## src/rtl/sram_arbiter.sv

```systemverilog
// Two-master arbiter (instruction fetch, data memory) in front of the single-port SRAM controller.
// Optional build macro SRAM_ARB_RR_EN: alternate grants on simultaneous requests instead of fixed data priority.
module sram_arbiter #(
    parameter int ADDR_W         = 20,
    parameter int TIMEOUT_CYCLES = 15
) (
    input  logic              clk50,
    input  logic              rst,
    input  logic              inst_req_i,
    input  logic [ADDR_W-1:0] inst_addr_i,
    output logic [31:0]       inst_rdata_o,
    output logic              inst_ready_o,
    input  logic [3:0]        data_op_i,
    input  logic [ADDR_W-1:0] data_addr_i,
    input  logic [31:0]       data_wdata_i,
    output logic [31:0]       data_rdata_o,
    output logic              data_ready_o,
    output logic [3:0]        ram_op_o,
    output logic [ADDR_W-1:0] ram_addr_o,
    output logic [31:0]       ram_wdata_o,
    input  logic [31:0]       ram_rdata_i,
    input  logic              ram_success_i,
    output logic              stall_o,
    output logic              timeout_o
);

    // Op encodings mirror the MEM_* codes shared with the pipeline.
    localparam logic [3:0] MEM_NOP  = 4'b0000;
    localparam logic [3:0] MEM_LW   = 4'b0101;
    localparam logic [7:0] CNT_LAST = 8'(TIMEOUT_CYCLES - 1);

    typedef enum logic [1:0] {
        ST_IDLE    = 2'd0,
        ST_BUSY_I  = 2'd1,
        ST_BUSY_D  = 2'd2,
        ST_RELEASE = 2'd3
    } state_t;

    state_t              r_state;
    state_t              w_state_nx;
    logic [3:0]          r_ram_op,    w_ram_op_nx;
    logic [ADDR_W-1:0]   r_ram_addr,  w_ram_addr_nx;
    logic [31:0]         r_ram_wdata, w_ram_wdata_nx;
    logic [7:0]          r_cnt,       w_cnt_nx;
    logic [31:0]         r_inst_rdata, w_inst_rdata_nx;
    logic [31:0]         r_data_rdata, w_data_rdata_nx;
    logic                r_inst_ready, w_inst_ready_nx;
    logic                r_data_ready, w_data_ready_nx;
    logic                r_timeout,    w_timeout_nx;
    logic                w_data_req;
    logic                w_grant_d;
    logic                w_grant_i;

    assign w_data_req = (data_op_i != MEM_NOP);

`ifdef SRAM_ARB_RR_EN
    logic r_last_d;

    // Grant selection: on a tie, give the port that did not win last time.
    always_comb begin
        w_grant_d = 1'b0;
        if (w_data_req && inst_req_i) begin
            w_grant_d = ~r_last_d;
        end else begin
            w_grant_d = w_data_req;
        end
        w_grant_i = inst_req_i & ~w_grant_d;
    end

    // Last-grant memory; resets to "fetch" so the first tie goes to data.
    always_ff @(posedge clk50 or posedge rst) begin
        if (rst) begin
            r_last_d <= 1'b0;
        end else if ((r_state == ST_IDLE) && (w_grant_d || w_grant_i)) begin
            r_last_d <= w_grant_d;
        end else begin
            r_last_d <= r_last_d;
        end
    end
`else
    // Grant selection: fixed data-over-fetch priority.
    always_comb begin
        w_grant_d = w_data_req;
        w_grant_i = inst_req_i & ~w_data_req;
    end
`endif

    // Next-state and next-output logic; pulses default low, captured regs hold.
    always_comb begin
        w_state_nx      = r_state;
        w_ram_op_nx     = r_ram_op;
        w_ram_addr_nx   = r_ram_addr;
        w_ram_wdata_nx  = r_ram_wdata;
        w_cnt_nx        = r_cnt;
        w_inst_rdata_nx = r_inst_rdata;
        w_data_rdata_nx = r_data_rdata;
        w_inst_ready_nx = 1'b0;
        w_data_ready_nx = 1'b0;
        w_timeout_nx    = 1'b0;
        case (r_state)
            ST_IDLE: begin
                w_cnt_nx = 8'd0;
                if (w_grant_d) begin
                    w_ram_op_nx    = data_op_i;
                    w_ram_addr_nx  = data_addr_i;
                    w_ram_wdata_nx = data_wdata_i;
                    w_state_nx     = ST_BUSY_D;
                end else if (w_grant_i) begin
                    w_ram_op_nx    = MEM_LW;
                    w_ram_addr_nx  = inst_addr_i;
                    w_ram_wdata_nx = 32'h0000_0000;
                    w_state_nx     = ST_BUSY_I;
                end else begin
                    w_ram_op_nx = MEM_NOP;
                end
            end
            ST_BUSY_I, ST_BUSY_D: begin
                if (ram_success_i || (r_cnt == CNT_LAST)) begin
                    // Completion or abort: answer the granted port next cycle.
                    w_ram_op_nx  = MEM_NOP;
                    w_cnt_nx     = 8'd0;
                    w_state_nx   = ST_RELEASE;
                    w_timeout_nx = ~ram_success_i;
                    if (r_state == ST_BUSY_D) begin
                        w_data_rdata_nx = ram_success_i ? ram_rdata_i : 32'h0000_0000;
                        w_data_ready_nx = 1'b1;
                    end else begin
                        w_inst_rdata_nx = ram_success_i ? ram_rdata_i : 32'h0000_0000;
                        w_inst_ready_nx = 1'b1;
                    end
                end else begin
                    w_cnt_nx = r_cnt + 8'd1;
                end
            end
            ST_RELEASE: begin
                w_ram_op_nx = MEM_NOP;
                w_cnt_nx    = 8'd0;
                w_state_nx  = ST_IDLE;
            end
            default: begin
                w_ram_op_nx = MEM_NOP;
                w_cnt_nx    = 8'd0;
                w_state_nx  = ST_IDLE;
            end
        endcase
    end

    // State and registered outputs.
    always_ff @(posedge clk50 or posedge rst) begin
        if (rst) begin
            r_state      <= ST_IDLE;
            r_ram_op     <= MEM_NOP;
            r_ram_addr   <= {ADDR_W{1'b0}};
            r_ram_wdata  <= 32'h0000_0000;
            r_cnt        <= 8'd0;
            r_inst_rdata <= 32'h0000_0000;
            r_data_rdata <= 32'h0000_0000;
            r_inst_ready <= 1'b0;
            r_data_ready <= 1'b0;
            r_timeout    <= 1'b0;
        end else begin
            r_state      <= w_state_nx;
            r_ram_op     <= w_ram_op_nx;
            r_ram_addr   <= w_ram_addr_nx;
            r_ram_wdata  <= w_ram_wdata_nx;
            r_cnt        <= w_cnt_nx;
            r_inst_rdata <= w_inst_rdata_nx;
            r_data_rdata <= w_data_rdata_nx;
            r_inst_ready <= w_inst_ready_nx;
            r_data_ready <= w_data_ready_nx;
            r_timeout    <= w_timeout_nx;
        end
    end

    assign ram_op_o     = r_ram_op;
    assign ram_addr_o   = r_ram_addr;
    assign ram_wdata_o  = r_ram_wdata;
    assign inst_rdata_o = r_inst_rdata;
    assign inst_ready_o = r_inst_ready;
    assign data_rdata_o = r_data_rdata;
    assign data_ready_o = r_data_ready;
    assign timeout_o    = r_timeout;
    assign stall_o      = (inst_req_i & ~r_inst_ready) | (w_data_req & ~r_data_ready);

endmodule

```

## config.mk

```make
export PLATFORM = sky130hd
export DESIGN_NAME = sram_arbiter
export DESIGN_NICKNAME = d
export VERILOG_FILES = /design/src/rtl/sram_arbiter.sv
export SDC_FILE = /design/constraint.sdc
export NUM_CORES = 1
export LEC_CHECK = 0
export CELL_PAD_IN_SITES_DETAIL_PLACEMENT = 0
export CELL_PAD_IN_SITES_GLOBAL_PLACEMENT = 1
export CORE_ASPECT_RATIO = 1.4
export CORE_UTILIZATION = 35
export DETAILED_ROUTE_END_ITERATION = 6
export PLACE_DENSITY = 0.95
export REMOVE_ABC_BUFFERS = 1
export SLEW_MARGIN = 20
export SYNTH_ARGS = -nofsm -noshare
export SYNTH_HDL_FRONTEND = slang
export SYNTH_SLANG_ARGS = --single-unit
```

## constraint.sdc

```tcl
create_clock -name clk50 -period 6.8 [get_ports clk50]
set_input_delay 1.36 -clock clk50 [delete_from_list [all_inputs] [get_ports clk50]]
set_output_delay 1.36 -clock clk50 [all_outputs]
set_load 0.05 [all_outputs]
```

==> impl_metrics.tcl <==
set metrics [dict create \
    skew_ns 0.008672 \
    grt_overflow 0 \
    post-place-ws_ns 2.076 \
    yosysWarnings 0 \
    r2r-start "r_state[0]" \
    hpwl_um 11670 \
    fmax_mhz 212.5 \
    min_period_over_period_pct 69.19 \
    fin_crit_ns 4.705 \
    max_cap_viol_count 0 \
    cts_setup_buffers 0 \
    cp.required_ns 5.44 \
    fin_cells 879 \
    dieArea_um2 17000 \
    grt_pass1_wl_um 27120 \
    cts.repair.resized 0 \
    cp-start-kind "input port" \
    worstPathArrival_ns 3.34 \
    cts-root-buf "clkbuf_16" \
    cts_tree "yes" \
    hp-class "reg2reg" \
    path_clk_slew_ns 0.06 \
    ys_seq_elements 133 \
    first_iter_violations 170 \
    num-fill-cells 1404 \
    worstMarginPinSlew_ns 1.055 \
    power.switching_mw 2.386 \
    die_w_um 110.5 \
    grt_start_max_net_pins 70 \
    p_int_mw 2.913 \
    synth_top_area_share_pct 57.70 \
    synth_top_cell_by_area "dfrtp_1" \
    cts_inserted_buffers 17 \
    ant_nets 0 \
    drtPass1Iterations 4 \
    vias_per_cell 5.362 \
    layout-drive-gt1-share_pct 10.16 \
    first_global_vias 5119 \
    critical_path_class "in2out" \
    synthTopCellsByArea "dfrtp_1 58%, a22o_1 15%, a21o_1 8.7%" \
    cts.sinks 133 \
    seq_power_share_pct 25.4 \
    synthCells 441 \
    gp_congestion 0.7627 \
    clockBufferDepth 2 \
    p_clk_share_pct 18.4 \
    wl_per_cell_um 18.78 \
    status "completed" \
    p_sw_share_pct 45.03 \
    ys_top_cells_by_count "133 x dfrtp_1, 96 x a22o_1, 67 x a21o_1, 26 x mux2_2, 15 x clkbuf_1" \
    synth.most_common_cell "dfrtp_1" \
    clock_latency_ns 0.41 \
    fin_setup_tns_ns 0 \
    via_count 4713 \
    yosysUniqueCellTypes 34 \
    rsz0062_at_grt "no" \
    groute.usage.overall_pct 20.05 \
    area_growth_pct 53.97 \
    synth_edf_count 0 \
    initial_core_util_pct 35.67 \
    ir_drop_v 0.0003015 \
    worstPathMaxFanout 22 \
    postCtsHoldBufs 0 \
    synthArstFlopShare_pct 100.0 \
    syn_area_um2 5768 \
    core_um2 16170 \
    worstHoldStart "ram_addr_o[18]" \
    slew_viol_final 0 \
    end_kind "output port" \
    port_buffers 235 \
    postSynthAreaPerCell_um2 13.08 \
    p_leak_nw 3.774 \
    p_per_area_nw_per_um2 596.7 \
    ys_seq_area_share_pct 57.70 \
    cts_max_level 4 \
    nets 783 \
    antenna_found_initial 1 \
    row_count 55 \
    slew_headroom_pct 29.65 \
    synth_ff_type "dfrtp_1" \
    remaining_drc_errors 0 \
    ioPinCount 236 \
    setup_viol 0 \
    drt_wl_total_um 16510 \
    die_h_um 153.9 \
    finalHoldViolCount 0 \
    placed_cells 847 \
    p_comb_share_pct 56.2 \
    layout_setup_ws_ns 2.095 \
    startpoint "data_op_i[2]" \
]
==> power groups by stage <==
| stage | sequential (mW) | combinational [mW] | clock, mW |
|---|---|---|---|
| 2_1_floorplan | 2.39 | 0.937 | 0 |
| 3_3_place_gp | 1.33 | 2.92 | 0 |
| 3_5_place_dp | 1.35 | 3.00 | 0 |
| 4_1_cts | 1.35 | 3.01 | 1.00 |
| 5_1_grt | 1.39 | 3.12 | 1.04 |
| 6_report | 1.35 | 2.98 | 0.975 |
==> placed cells by master (no fill, tap or decap), drive strengths merged, types with 2 or more instances in the layout <==
cell type      Yosys  layout
clkdlybuf4s50      0     235
dfrtp            133     133
a22o              96      96
a21o              67      67
mux2              40      40
clkbuf            15      18
inv               11      15
buf               21       8
nor2               7       7
o21ai              5       5
nand2              4       4
nand3              4       4
mux2i              4       4
ha                 4       4
bufinv             0       4
a21oi              4       4
or3                3       3
a211oi             3       3
clkinv             0       3
nor3               3       3
and4b              2       2
nand2b             2       2
xor2               2       2
nor4b              2       2
clkinvlp           0       2
==> flip-flops by register name (all words and copies together), names as in the netlist <==
register,count
ram_wdata_o,32
data_rdata_o,32
inst_ready_o,1
data_ready_o,1
r_cnt,8
ram_op_o,4
r_state,2
inst_rdata_o,32
ram_addr_o,20
timeout_o,1
==> metal layers <==
metal | vias up | global-route usage (%) | routed length [um]
met5 | - | 0 | 0
met3 | 25 | 7.331 | 1278
met4 | 0 | 6.857 | 325
met1 | 2350 | 22.05 | 6423
li1 | 2118 | - | -
met2 | 220 | 35.46 | 8481
==> logic make-up (layout without fill, tap and decap cells) <==
logic type	Yosys count	after routing	synth area share (%)
other cells	0	1	0
buf+inv	47	285	4.078
simple gates	31	31	3.341
compound gates	179	179	25.05
mux	44	44	8.503
flops	133	133	57.70
xor+xnor	3	3	0.4556
fa+ha+maj	4	4	0.8677
==> path summary, 6_finish.rpt <==
kind                              endpoint  slack, ns  cells after the start
setup / recovery                   stall_o       2.10                      5
hold / removal              ram_addr_o[18]       0.50                      1
setup reg to reg            ram_addr_o[17]       4.56                      5
hold reg to reg             ram_addr_o[18]       0.50                      1
max in group asynchronous  ram_wdata_o[27]       3.94                      3
min in group asynchronous   ram_addr_o[15]       1.48                      2
==> critical path, cell delays in order <==
cell             delay (ns)
clkdlybuf4s50_1        0.50
nor4_4                 0.30
buf_4                  0.32
o22ai_1                0.14
clkdlybuf4s50_1        0.72
==> through the flow <==
stage | total power, mW | hold WS [ns] | util [%] | instance area (um2)
3_5_place_dp | 4.352 | 0.4861 | 51.02 | 8250
6_report | 5.300 | 0.4967 | 54.92 | 8881
2_1_floorplan | 3.326 | 0.4938 | - | 5574
5_1_grt | 5.554 | 0.5094 | 54.90 | 8879
4_1_cts | 5.354 | 0.4994 | 54.90 | 8879
3_3_place_gp | 4.257 | 0.4734 | 51.02 | 8250
==> cell type report <==
type	instances	area, um2	share of cell area [%]
antenna	1	2.502	0.02818
clock buffer	18	429.2	4.832
clock inverter	13	198.9	2.240
inverter	11	43.79	0.4931
multi-input combinational	261	2217	24.96
sequential	133	3328	37.48
tap	199	249.0	2.804
timing repair buffer	243	2412	27.16
Note: power is estimated with default switching activity, not from simulation.
